[config.mk]
export PLATFORM = sky130hd
export DESIGN_NAME = flit_vc_ingress_buffer
export DESIGN_NICKNAME = d
export VERILOG_FILES = /design/src/rtl/flit_pkg.sv /design/src/rtl/flit_vc_ingress_buffer_vc_fifo.sv /design/src/rtl/flit_vc_ingress_buffer.sv
export SDC_FILE = /design/constraint.sdc
export NUM_CORES = 1
export LEC_CHECK = 0
export ABC_AREA = 1
export BUFFER_PORTS_ARGS = -buffer_cell sky130_fd_sc_hd__buf_2
export CAP_MARGIN = 20
export CELL_PAD_IN_SITES_DETAIL_PLACEMENT = 2
export CELL_PAD_IN_SITES_GLOBAL_PLACEMENT = 2
export CORE_UTILIZATION = 40
export DETAILED_ROUTE_END_ITERATION = 12
export PLACE_DENSITY_LB_ADDON = 0.1
export REMOVE_ABC_BUFFERS = 1
export SLEW_MARGIN = 20
export SYNTH_ARGS = -nofsm -noshare
export SYNTH_HDL_FRONTEND = slang
export SYNTH_SLANG_ARGS = --single-unit
[constraint.sdc]
create_clock -name CLK -period 4.15 [get_ports CLK]
set_clock_uncertainty 0.1 [all_clocks]
set_input_delay 0.83 -clock CLK [delete_from_list [all_inputs] [get_ports CLK]]
set_output_delay 0.83 -clock CLK [all_outputs]
set_load 0.02 [all_outputs]
[src/rtl/flit_pkg.sv]
// -----------------------------------------------------------------------------
// flit_pkg
//   Shared flit geometry for the VC ingress buffer and its FIFOs.
//   Default widths, field bit positions, the VC index type and small helpers
//   that pull the valid bit, tail bit and VC field out of a flit.
// -----------------------------------------------------------------------------
package flit_pkg;

  localparam int unsigned DEF_FLIT_WIDTH = 32;
  localparam int unsigned DEF_NUM_VCS    = 2;
  localparam int unsigned DEF_VC_LSB     = 0;
  localparam int unsigned DEF_VC_DEPTH   = 4;

  localparam int unsigned VC_W      = $clog2(DEF_NUM_VCS);
  localparam int unsigned VALID_BIT = DEF_FLIT_WIDTH - 1;
  localparam int unsigned TAIL_BIT  = DEF_FLIT_WIDTH - 2;

  typedef logic [VC_W-1:0]           vc_idx_t;
  typedef logic [DEF_FLIT_WIDTH-1:0] flit_t;

  function automatic logic flit_valid(input flit_t f);
    return f[VALID_BIT];
  endfunction

  function automatic logic flit_tail(input flit_t f);
    return f[TAIL_BIT];
  endfunction

  function automatic vc_idx_t flit_vc(input flit_t f);
    return f[DEF_VC_LSB +: VC_W];
  endfunction

endpackage

[src/rtl/flit_vc_ingress_buffer_vc_fifo.sv]
// -----------------------------------------------------------------------------
// vc_fifo
//   One synchronous FIFO for a single virtual channel.
//   Ports:
//     clk, rst         : clock, synchronous active-high reset
//     push, push_data  : write strobe and data (ignored when full)
//     pop              : read strobe (ignored when empty)
//     head             : current head entry, valid when !empty
//     count            : number of stored entries
//     full, empty      : occupancy flags derived from count
//   Pointers wrap modulo DEPTH, so DEPTH need not be a power of two.
// -----------------------------------------------------------------------------
module vc_fifo
  import flit_pkg::*;
#(
  parameter  int unsigned WIDTH = DEF_FLIT_WIDTH,
  parameter  int unsigned DEPTH = DEF_VC_DEPTH,
  localparam int unsigned CNT_W = $clog2(DEPTH + 1),
  localparam int unsigned PTR_W = $clog2(DEPTH)
) (
  input  logic             clk,
  input  logic             rst,
  input  logic             push,
  input  logic [WIDTH-1:0] push_data,
  input  logic             pop,
  output logic [WIDTH-1:0] head,
  output logic [CNT_W-1:0] count,
  output logic             full,
  output logic             empty
);

  logic [WIDTH-1:0] mem_q [DEPTH];
  logic [PTR_W-1:0] wr_ptr_q, wr_ptr_d;
  logic [PTR_W-1:0] rd_ptr_q, rd_ptr_d;
  logic [CNT_W-1:0] count_q, count_d;
  logic             do_push, do_pop;

  function automatic logic [PTR_W-1:0] ptr_inc(input logic [PTR_W-1:0] p);
    return (p == PTR_W'(DEPTH - 1)) ? '0 : p + PTR_W'(1);
  endfunction

  assign full  = (count_q == CNT_W'(DEPTH));
  assign empty = (count_q == '0);
  assign count = count_q;
  assign head  = mem_q[rd_ptr_q];

  always_comb begin
    do_push  = push && !full;
    do_pop   = pop && !empty;
    wr_ptr_d = do_push ? ptr_inc(wr_ptr_q) : wr_ptr_q;
    rd_ptr_d = do_pop  ? ptr_inc(rd_ptr_q) : rd_ptr_q;
    count_d  = count_q;
    case ({do_push, do_pop})
      2'b10:   count_d = count_q + CNT_W'(1);
      2'b01:   count_d = count_q - CNT_W'(1);
      default: count_d = count_q;
    endcase
  end

  always_ff @(posedge clk) begin
    if (rst) begin
      wr_ptr_q <= '0;
      rd_ptr_q <= '0;
      count_q  <= '0;
    end else begin
      wr_ptr_q <= wr_ptr_d;
      rd_ptr_q <= rd_ptr_d;
      count_q  <= count_d;
    end
  end

  // Storage needs no reset: entries are only observed through count.
  always_ff @(posedge clk) begin
    if (do_push) begin
      mem_q[wr_ptr_q] <= push_data;
    end
  end

endmodule

[src/rtl/flit_vc_ingress_buffer.sv]
// -----------------------------------------------------------------------------
// flit_vc_ingress_buffer
//   Network-side responder for a bridge flit send port. Buffers incoming
//   flits in per-VC FIFOs, advertises per-VC space, and drains them to a
//   downstream consumer with round-robin VC arbitration and per-packet
//   VC locking (no interleaving within a packet).
//   Ports:
//     CLK, RST               : clock, synchronous active-high reset
//     put_flit, put_flit_valid : flit from bridge and enqueue strobe
//     get_non_full_vcs       : bit v set when VC v has a free entry
//     get_non_full_vcs_ready : bridge sampling strobe (no effect on state)
//     out_flit, out_vc       : head flit of the granted VC and its VC index
//     out_valid, out_ready   : output handshake
//     overflow               : sticky, a flit arrived for a full VC
// -----------------------------------------------------------------------------
module flit_vc_ingress_buffer
  import flit_pkg::*;
#(
  parameter  int unsigned FLIT_WIDTH = DEF_FLIT_WIDTH,
  parameter  int unsigned NUM_VCS    = DEF_NUM_VCS,
  parameter  int unsigned VC_LSB     = DEF_VC_LSB,
  parameter  int unsigned VC_DEPTH   = DEF_VC_DEPTH,
  localparam int unsigned VCW        = $clog2(NUM_VCS)
) (
  input  logic                  CLK,
  input  logic                  RST,
  input  logic [FLIT_WIDTH-1:0] put_flit,
  input  logic                  put_flit_valid,
  output logic [NUM_VCS-1:0]    get_non_full_vcs,
  input  logic                  get_non_full_vcs_ready,
  output logic [FLIT_WIDTH-1:0] out_flit,
  output logic                  out_valid,
  input  logic                  out_ready,
  output logic [VCW-1:0]        out_vc,
  output logic                  overflow
);

  localparam int unsigned CNT_W = $clog2(VC_DEPTH + 1);

  logic [FLIT_WIDTH-1:0] fifo_head  [NUM_VCS];
  logic [CNT_W-1:0]      fifo_count [NUM_VCS];
  logic [NUM_VCS-1:0]    fifo_full;
  logic [NUM_VCS-1:0]    fifo_empty;
  logic [NUM_VCS-1:0]    fifo_push;
  logic [NUM_VCS-1:0]    fifo_pop;

  logic           lock_q, lock_d;
  logic [VCW-1:0] lock_vc_q, lock_vc_d;
  logic [VCW-1:0] rr_last_q, rr_last_d;
  logic           overflow_q, overflow_d;

  logic           enq;
  logic [VCW-1:0] in_vc;
  logic [VCW-1:0] grant;
  logic           fire;
  logic           out_tail;

  // The sampling strobe is purely informational for the bridge.
  logic unused_ready;
  assign unused_ready = get_non_full_vcs_ready;

  assign enq   = put_flit_valid && put_flit[FLIT_WIDTH-1];
  assign in_vc = put_flit[VC_LSB +: VCW];

  for (genvar v = 0; v < NUM_VCS; v++) begin : g_vc
    assign fifo_push[v]        = enq && (in_vc == VCW'(v));
    assign fifo_pop[v]         = fire && (grant == VCW'(v));
    assign get_non_full_vcs[v] = (fifo_count[v] < CNT_W'(VC_DEPTH));

    vc_fifo #(
      .WIDTH (FLIT_WIDTH),
      .DEPTH (VC_DEPTH)
    ) u_fifo (
      .clk       (CLK),
      .rst       (RST),
      .push      (fifo_push[v]),
      .push_data (put_flit),
      .pop       (fifo_pop[v]),
      .head      (fifo_head[v]),
      .count     (fifo_count[v]),
      .full      (fifo_full[v]),
      .empty     (fifo_empty[v])
    );
  end

  // Grant: the locked VC if mid-packet, else the first non-empty VC after
  // rr_last. When nothing is pending the default is rr_last+1, which makes
  // out_vc read 0 straight out of reset.
  always_comb begin
    logic [VCW-1:0] cand;
    logic           found;
    grant = rr_last_q + VCW'(1);
    cand  = '0;
    found = 1'b0;
    if (lock_q) begin
      grant = lock_vc_q;
    end else begin
      for (int unsigned i = 1; i <= NUM_VCS; i++) begin
        cand = rr_last_q + VCW'(i);
        if (!found && !fifo_empty[cand]) begin
          grant = cand;
          found = 1'b1;
        end
      end
    end
  end

  assign out_valid = !fifo_empty[grant];
  assign out_flit  = out_valid ? fifo_head[grant] : '0;
  assign out_vc    = grant;
  assign out_tail  = out_flit[FLIT_WIDTH-2];
  assign fire      = out_valid && out_ready;
  assign overflow  = overflow_q;

  always_comb begin
    lock_d     = lock_q;
    lock_vc_d  = lock_vc_q;
    rr_last_d  = rr_last_q;
    // Full test uses the pre-edge count, so a same-cycle pop does not save it.
    overflow_d = overflow_q || (enq && fifo_full[in_vc]);
    if (fire) begin
      if (out_tail) begin
        lock_d    = 1'b0;
        rr_last_d = grant;
      end else begin
        lock_d    = 1'b1;
        lock_vc_d = grant;
      end
    end
  end

  always_ff @(posedge CLK) begin
    if (RST) begin
      lock_q     <= 1'b0;
      lock_vc_q  <= '0;
      rr_last_q  <= VCW'(NUM_VCS - 1);
      overflow_q <= 1'b0;
    end else begin
      lock_q     <= lock_d;
      lock_vc_q  <= lock_vc_d;
      rr_last_q  <= rr_last_d;
      overflow_q <= overflow_d;
    end
  end

endmodule

* Yosys cells after proc, flatten, opt, wreduce, memory -nomap -nowiden *
Memories as Yosys holds them, arrays and structs flattened. A register that Yosys moved wholly into a read port is not among the register bits.
Cells that the tools add are included.

cells by class
  $add $sub $neg = 9
  order comparisons = 7
  equal/unequal tests = 10
  mux-type cells = 31
  bitwise logic cells = 4
  reduce and logical (&&, ||, !) cells = 26

operators by type and width
  operator                                                               count
  32-bit two-way mux                                                     4
  1-bit two-way mux                                                      17
  2-bit two-way mux                                                      8
  2-bit equality test, second input constant                             6
  1-bit logical AND                                                      12
  3-bit case mux with 2 select lines                                     2
  2-bit by 1-bit adder with 2-bit output, second input constant          4
  1-bit by 2-bit < comparator with 1-bit output, second input constant   4
  1-bit zero test                                                        7
  3-bit by 1-bit adder with 3-bit output, second input constant          2
  3-bit equality test, second input constant                             2
  3-bit zero test                                                        2
  3-bit < comparator, second input constant                              2
  3-bit by 1-bit subtractor with 3-bit output, second input constant     2
  2-bit by 1-bit equality test with 1-bit output, second input constant  2
  2-bit AND reduction                                                    2
  2-bit nonzero test                                                     2
  1-bit NOT                                                              3
  2-bit >= comparator, second input constant                             1
  1-bit NOT with 2-bit output                                            1
  1-bit adder, second input constant                                     1
  1-bit logical OR                                                       1

storage, ports and cells
  bits in registers = 18
  bits in writable memories = 256
  bits of input ports = 37
  output and inout port bits = 37
  logic and storage cells = 99
  memories kept = 2

memories
  memory                depth  bits a word  rd ports  clocked after memory_dff  write ports  line                                  RTL
  g_vc[0].u_fifo.mem_q  4      32           1         1                         1            flit_vc_ingress_buffer_vc_fifo.sv:32  logic [WIDTH-1:0] mem_q [DEPTH];
  g_vc[1].u_fifo.mem_q  4      32           1         1                         1            flit_vc_ingress_buffer_vc_fifo.sv:32

* Depth between registers and ports, before layout *
  depth after elaboration = 17
  depth in mapped cells = 17
  gate-level depth less buffers = 16

* Hierarchy *
A second synthesis with hierarchy kept.

unflattened totals
  cells, all modules = 972
  area total of the unflattened synthesis = 11501.0 um^2

modules (own cells, without submodules)
  module                    times used  cells each  area each (um^2)  seq. area each (um^2)
  vc_fifo (g_vc[1].u_fifo)  1           380         5285.1            4023.9
  vc_fifo (g_vc[0].u_fifo)  1           381         5283.8            4023.9
  flit_vc_ingress_buffer    1           211         932.1             80.1

* Worst setup path before layout *
No wires, ideal clock.

  kind = input to register
  start point = input port put_flit_valid
  end point = memory g_vc[0].u_fifo.mem_q[0][0] (netlist name), enable pin
  library setup time = 0.421 ns
  data arrival time = 2.546 ns
  data required time = 3.629 ns
  path slack = 1.083 ns
  stages on the path = 4
  path buffers = 0
  cells stage by stage = nand2_1 nor2_1 o21ai_1 nor2_1

on the way
  longest elaborated chain between the ends = 5

RTL lines
  what                                     line                                  RTL
  from (decl)                              flit_vc_ingress_buffer.sv:28          input logic put_flit_valid,
  1-bit logical AND                        flit_vc_ingress_buffer.sv:62          assign enq = put_flit_valid && put_flit[FLIT_WIDTH-1];
  1-bit logical AND                        flit_vc_ingress_buffer.sv:66          assign fifo_push[v] = enq && (in_vc == VCW'(v));
  1-bit logical AND                        flit_vc_ingress_buffer_vc_fifo.sv:48  do_push = push && !full;
  1-bit two-way mux                        flit_vc_ingress_buffer_vc_fifo.sv:74  if (do_push) begin
  1-bit two-way mux (not written as such)  flit_vc_ingress_buffer_vc_fifo.sv:75  mem_q[wr_ptr_q] <= push_data;
  to (decl)                                flit_vc_ingress_buffer_vc_fifo.sv:32

No other way between the ends.

* Worst setup path in the final report *
  start point = register g_vc[0].u_fifo.count_q[0]
  end point = output port out_flit[15]

on the way
  longest elaborated chain between the ends = 14
  elaborated cells on any way between the ends = 19
  those cells by class = mux (14); bitwise (1); reduce/logical (4)

RTL lines
  what                                                    line                                  RTL
  from (decl)                                             flit_vc_ingress_buffer_vc_fifo.sv:35  logic [CNT_W-1:0] count_q, count_d;
  from (signal assigned)                                  flit_vc_ingress_buffer_vc_fifo.sv:68  count_q <= count_d;
  3-bit zero test (*)                                     flit_vc_ingress_buffer_vc_fifo.sv:43  assign empty = (count_q == '0);
  1-bit two-way mux (not written as such) (2 in series)   flit_vc_ingress_buffer.sv:100         if (!found && !fifo_empty[cand]) begin
  1-bit two-way mux                                       flit_vc_ingress_buffer.sv:100
  1-bit two-way mux                                       flit_vc_ingress_buffer.sv:95          if (lock_q) begin
  1-bit zero test                                         flit_vc_ingress_buffer.sv:100
  1-bit logical AND                                       flit_vc_ingress_buffer.sv:100
  1-bit two-way mux                                       flit_vc_ingress_buffer.sv:100
  1-bit two-way mux                                       flit_vc_ingress_buffer.sv:95
  1-bit NOT with 2-bit output (not written as such)       flit_vc_ingress_buffer.sv:109         assign out_flit = out_valid ? fifo_head[grant] : '0;
  32-bit two-way mux (not written as such) (3 in series)  flit_vc_ingress_buffer.sv:109
  32-bit two-way mux (*)                                  flit_vc_ingress_buffer.sv:109
  to (decl)                                               flit_vc_ingress_buffer.sv:31          output logic [FLIT_WIDTH-1:0] out_flit,

Every way passes the cells marked *; elsewhere a longest branch is shown, timed or not. The select of a mux whose other input is x is not followed.

==> results.yml <==
final_layout:
  nNetsFinal: 1003
  finish.cell_count_without_fillers: 1350
  fillerInstances: 2654
  final_design_area_no_fill_mm2: 0.0130
  drive_gt1_frac: 0.173
  areaGrowthSynthToFinish_pct: 17.2
  postLayoutCoreUtil: 0.480
  seqCellArea_mm2: 0.00813
  multiInputGateArea_mm2: 0.00267
cts:
  post_cts_setup_inserts: 0
  clock_tree_from_tritoncts: "yes"
  insertion_delay_ns: 0.55
  htree_levels: 1
  cts_buffer_depth: 3
  cts-resized-gates: 0
  clk_transition_reported_paths_ns: 0.06
  numCtsBuffers: 31
  cts_root_buf: "clkbuf_16"
  hold_bufs_at_cts: 0
  cts.sink_count: 278
global_routing:
  grt_first_pass_wirelength_um: 48900
  grt_overflow_total: 0
  initial_antenna_violation_count: 3
  pin_count_of_the_biggest_net_entering_global_routing: 65
  grtUsageTotal: 0.229
  grt_pass1_vias: 8404
detailed_routing:
  antenna_left: 0
  detail_route.wl_per_cell_um: 23.3
  detailedRoute.firstPassIterationCount: 6
  initialDrtViolationCount: 375
  via_count: 7328
  postRouteWirelength_um: 31500
  drcViolationCount: 0
  viasPerCell: 5.43
critical_path:
  endpoint_kind: "primary output"
  critPathLaunchType: "register"
  critical_path.startpoint: "g_vc[0].u_fifo.count[0]"
  cp.required_ns: 3.22
  r2r-start: "g_vc[1].u_fifo.count[0]"
  worstSetupEndpoint: "out_flit[15]"
  ff2ff_setup_slack_ns: 1.07
  number_of_cells_traversed_by_the_worst_register_to_register_path: 14
  critical_path_arrival_ns: 2.90
  worst_r2r_endpoint: "g_vc[0].u_fifo.count[2]"
  timing_worst_setup_path_type: "reg2out"
  path_max_fanout: 47
synth:
  synthFlopType: "edfxtp_1"
  yosys.cell_count.top_type: "edfxtp_1"
  mappedNetlistArea_mm2: 0.0111
  synthesis_warning_total: 0
  syn-mean-instance-area_um2: 12.6
  ys_ff_latch: 278
  synth_top_cell_area_share: 0.693
  synth_enable_flop_cells: 256
  async_reset_ff_frac: 0
  postSynthCellCount: 879
  synth.area.top_cells: "edfxtp_1, nor2_1, o21ai_0"
  yosysTopAreaCell: "edfxtp_1"
  post_synth_cell_types: 34
  synth_seq_area_share: 0.732
  synth.top_cells.by_count: "edfxtp_1, nor2_1, o21ai_0, clkbuf_1"
sta:
  final_hold_viol_count: 0
  max_slew_margin: 0.271
  timing.final.max_slew_violations: 0
  rsz0062_at_grt: "no"
  timing.fmax_mhz: 261
  setup_total_negative_slack_ns: 0
  tightestPinTransition_ns: 1.09
  setup-violations-final: 0
  final_worst_path_period_need_ns: 3.83
  finalCritPeriodShare: 0.924
die:
  floorplan.die.width_um: 169
  boundaryPins: 74
  start_util: 0.409
  die_y_um: 169
  core_region_area_mm2: 0.0271
  num_rows: 60
  die_area_mm2: 0.0284
job:
  cap_violations: 0
power:
  irDropWorstVdd_mv: 0.299
  cellLeakagePower_nw: 4.41
  power.density_mw_per_mm2: 548
place:
  dpl.hpwl_um: 18500
  dpl.cell_count: 1291
  routability_cong: 0.787
  place.port_buffers: 72
  placed_cell_area_mm2: 0.0120
min_path:
  timing.hold.worst_path_depth: 2
  hp-class: "reg2reg"
run_status:
  run_status: "finished, final reports clean"
sequential cells by signal (all words and copies together), names as in the netlist, named ones only:
signal / count
g_vc.u_fifo.count: 6
g_vc.u_fifo.mem_q: 256
g_vc.u_fifo.rd_ptr_q: 4
g_vc.u_fifo.wr_ptr_q: 4
lock_q: 1
lock_vc_q: 1
overflow: 1
rr_last_q: 1
critical path, stage by stage (launching register included):
cell,delay (ns)
dfxtp_1,0.31
inv_2,0.09
nand2_1,0.13
nor2_2,0.15
nand2_1,0.11
nand3_4,0.10
nand2_4,0.34
nand2_4,0.22
nand2_8,0.09
inv_4,0.41
nor2_1,0.17
buf_2,0.20
worst min-delay path by stage:
stage                   start        end
global route        lock_vc_q  lock_vc_q
finish                 lock_q     lock_q
global placement    lock_vc_q  lock_vc_q
floorplan           lock_vc_q  lock_vc_q
detailed placement  lock_vc_q  lock_vc_q
CTS                 lock_vc_q  lock_vc_q
stage by stage:
stage          worst slack, ns  power (mW)  hold WS (ns)
2_1_floorplan            0.755        3.92         0.328
3_3_place_gp             0.989        4.36         0.351
3_5_place_dp             0.892        4.43         0.386
4_1_cts                  0.288        7.20         0.394
5_1_grt                  0.121        7.39         0.414
6_report                 0.316        7.12         0.390
cell type report:
| type | count | area share |
|---|---|---|
| Timing Repair Buffer | 90 | 0.0439 |
| Inverter | 32 | 0.00943 |
| Multi-Input combinational cell | 519 | 0.205 |
| Clock buffer | 42 | 0.0701 |
| Tap cell | 372 | 0.0358 |
| Sequential cell | 278 | 0.625 |
| Antenna cell | 2 | 0.000385 |
| Clock inverter | 15 | 0.0100 |
cell families (layout without fill, tap and decap cells):
kind of cell | after synthesis | after routing | share of synthesized area
simple gates | 253 | 253 | 0.0930
other cells | 0 | 2 | 0
fa+ha+maj | 14 | 14 | 0.0171
flops | 278 | 278 | 0.732
compound gates | 252 | 252 | 0.125
buf+inv | 82 | 179 | 0.0328
cell usage in the layout, fill, tap and decap left out, types with 2 or more instances in the layout:
cell       instances
bufinv_16          2
nor2_4             8
buf_2             72
diode_2            2
edfxtp_1         256
nand4_1            2
nor2_2             2
nand2_1           24
inv_1             23
o211ai_1          31
ha_1              12
a211oi_1           2
buf_12             6
o22ai_1           31
clkbuf_8           3
fa_1               2
nand3_1            9
dfxtp_2            3
o21ai_0          151
clkbuf_1           5
clkinv_2          10
buf_4             12
clkbuf_16         34
inv_2              8
dfxtp_1           19
a21oi_1           21
o21ai_1           16
nor2_1           198
nand2_4            2
power by group:
part	switching (mW)	internal [mW]	total, mW
Clock	1.11	1.66	2.77
Sequential	0.0221	3.11	3.13
Combinational	0.891	0.334	1.23
Total	2.02	5.10	7.12
per-layer routing:
| metal | wire length (um) | global-route usage | share of wire |
|---|---|---|---|
| met1 | 13100 | 0.275 | 0.42 |
| met2 | 16800 | 0.434 | 0.53 |
| met3 | 976 | 0.0302 | 0.031 |
| met4 | 620 | 0.0530 | 0.020 |
| met5 | 10 | 0 | 0.00032 |
Power figures use the tool's default switching activity.
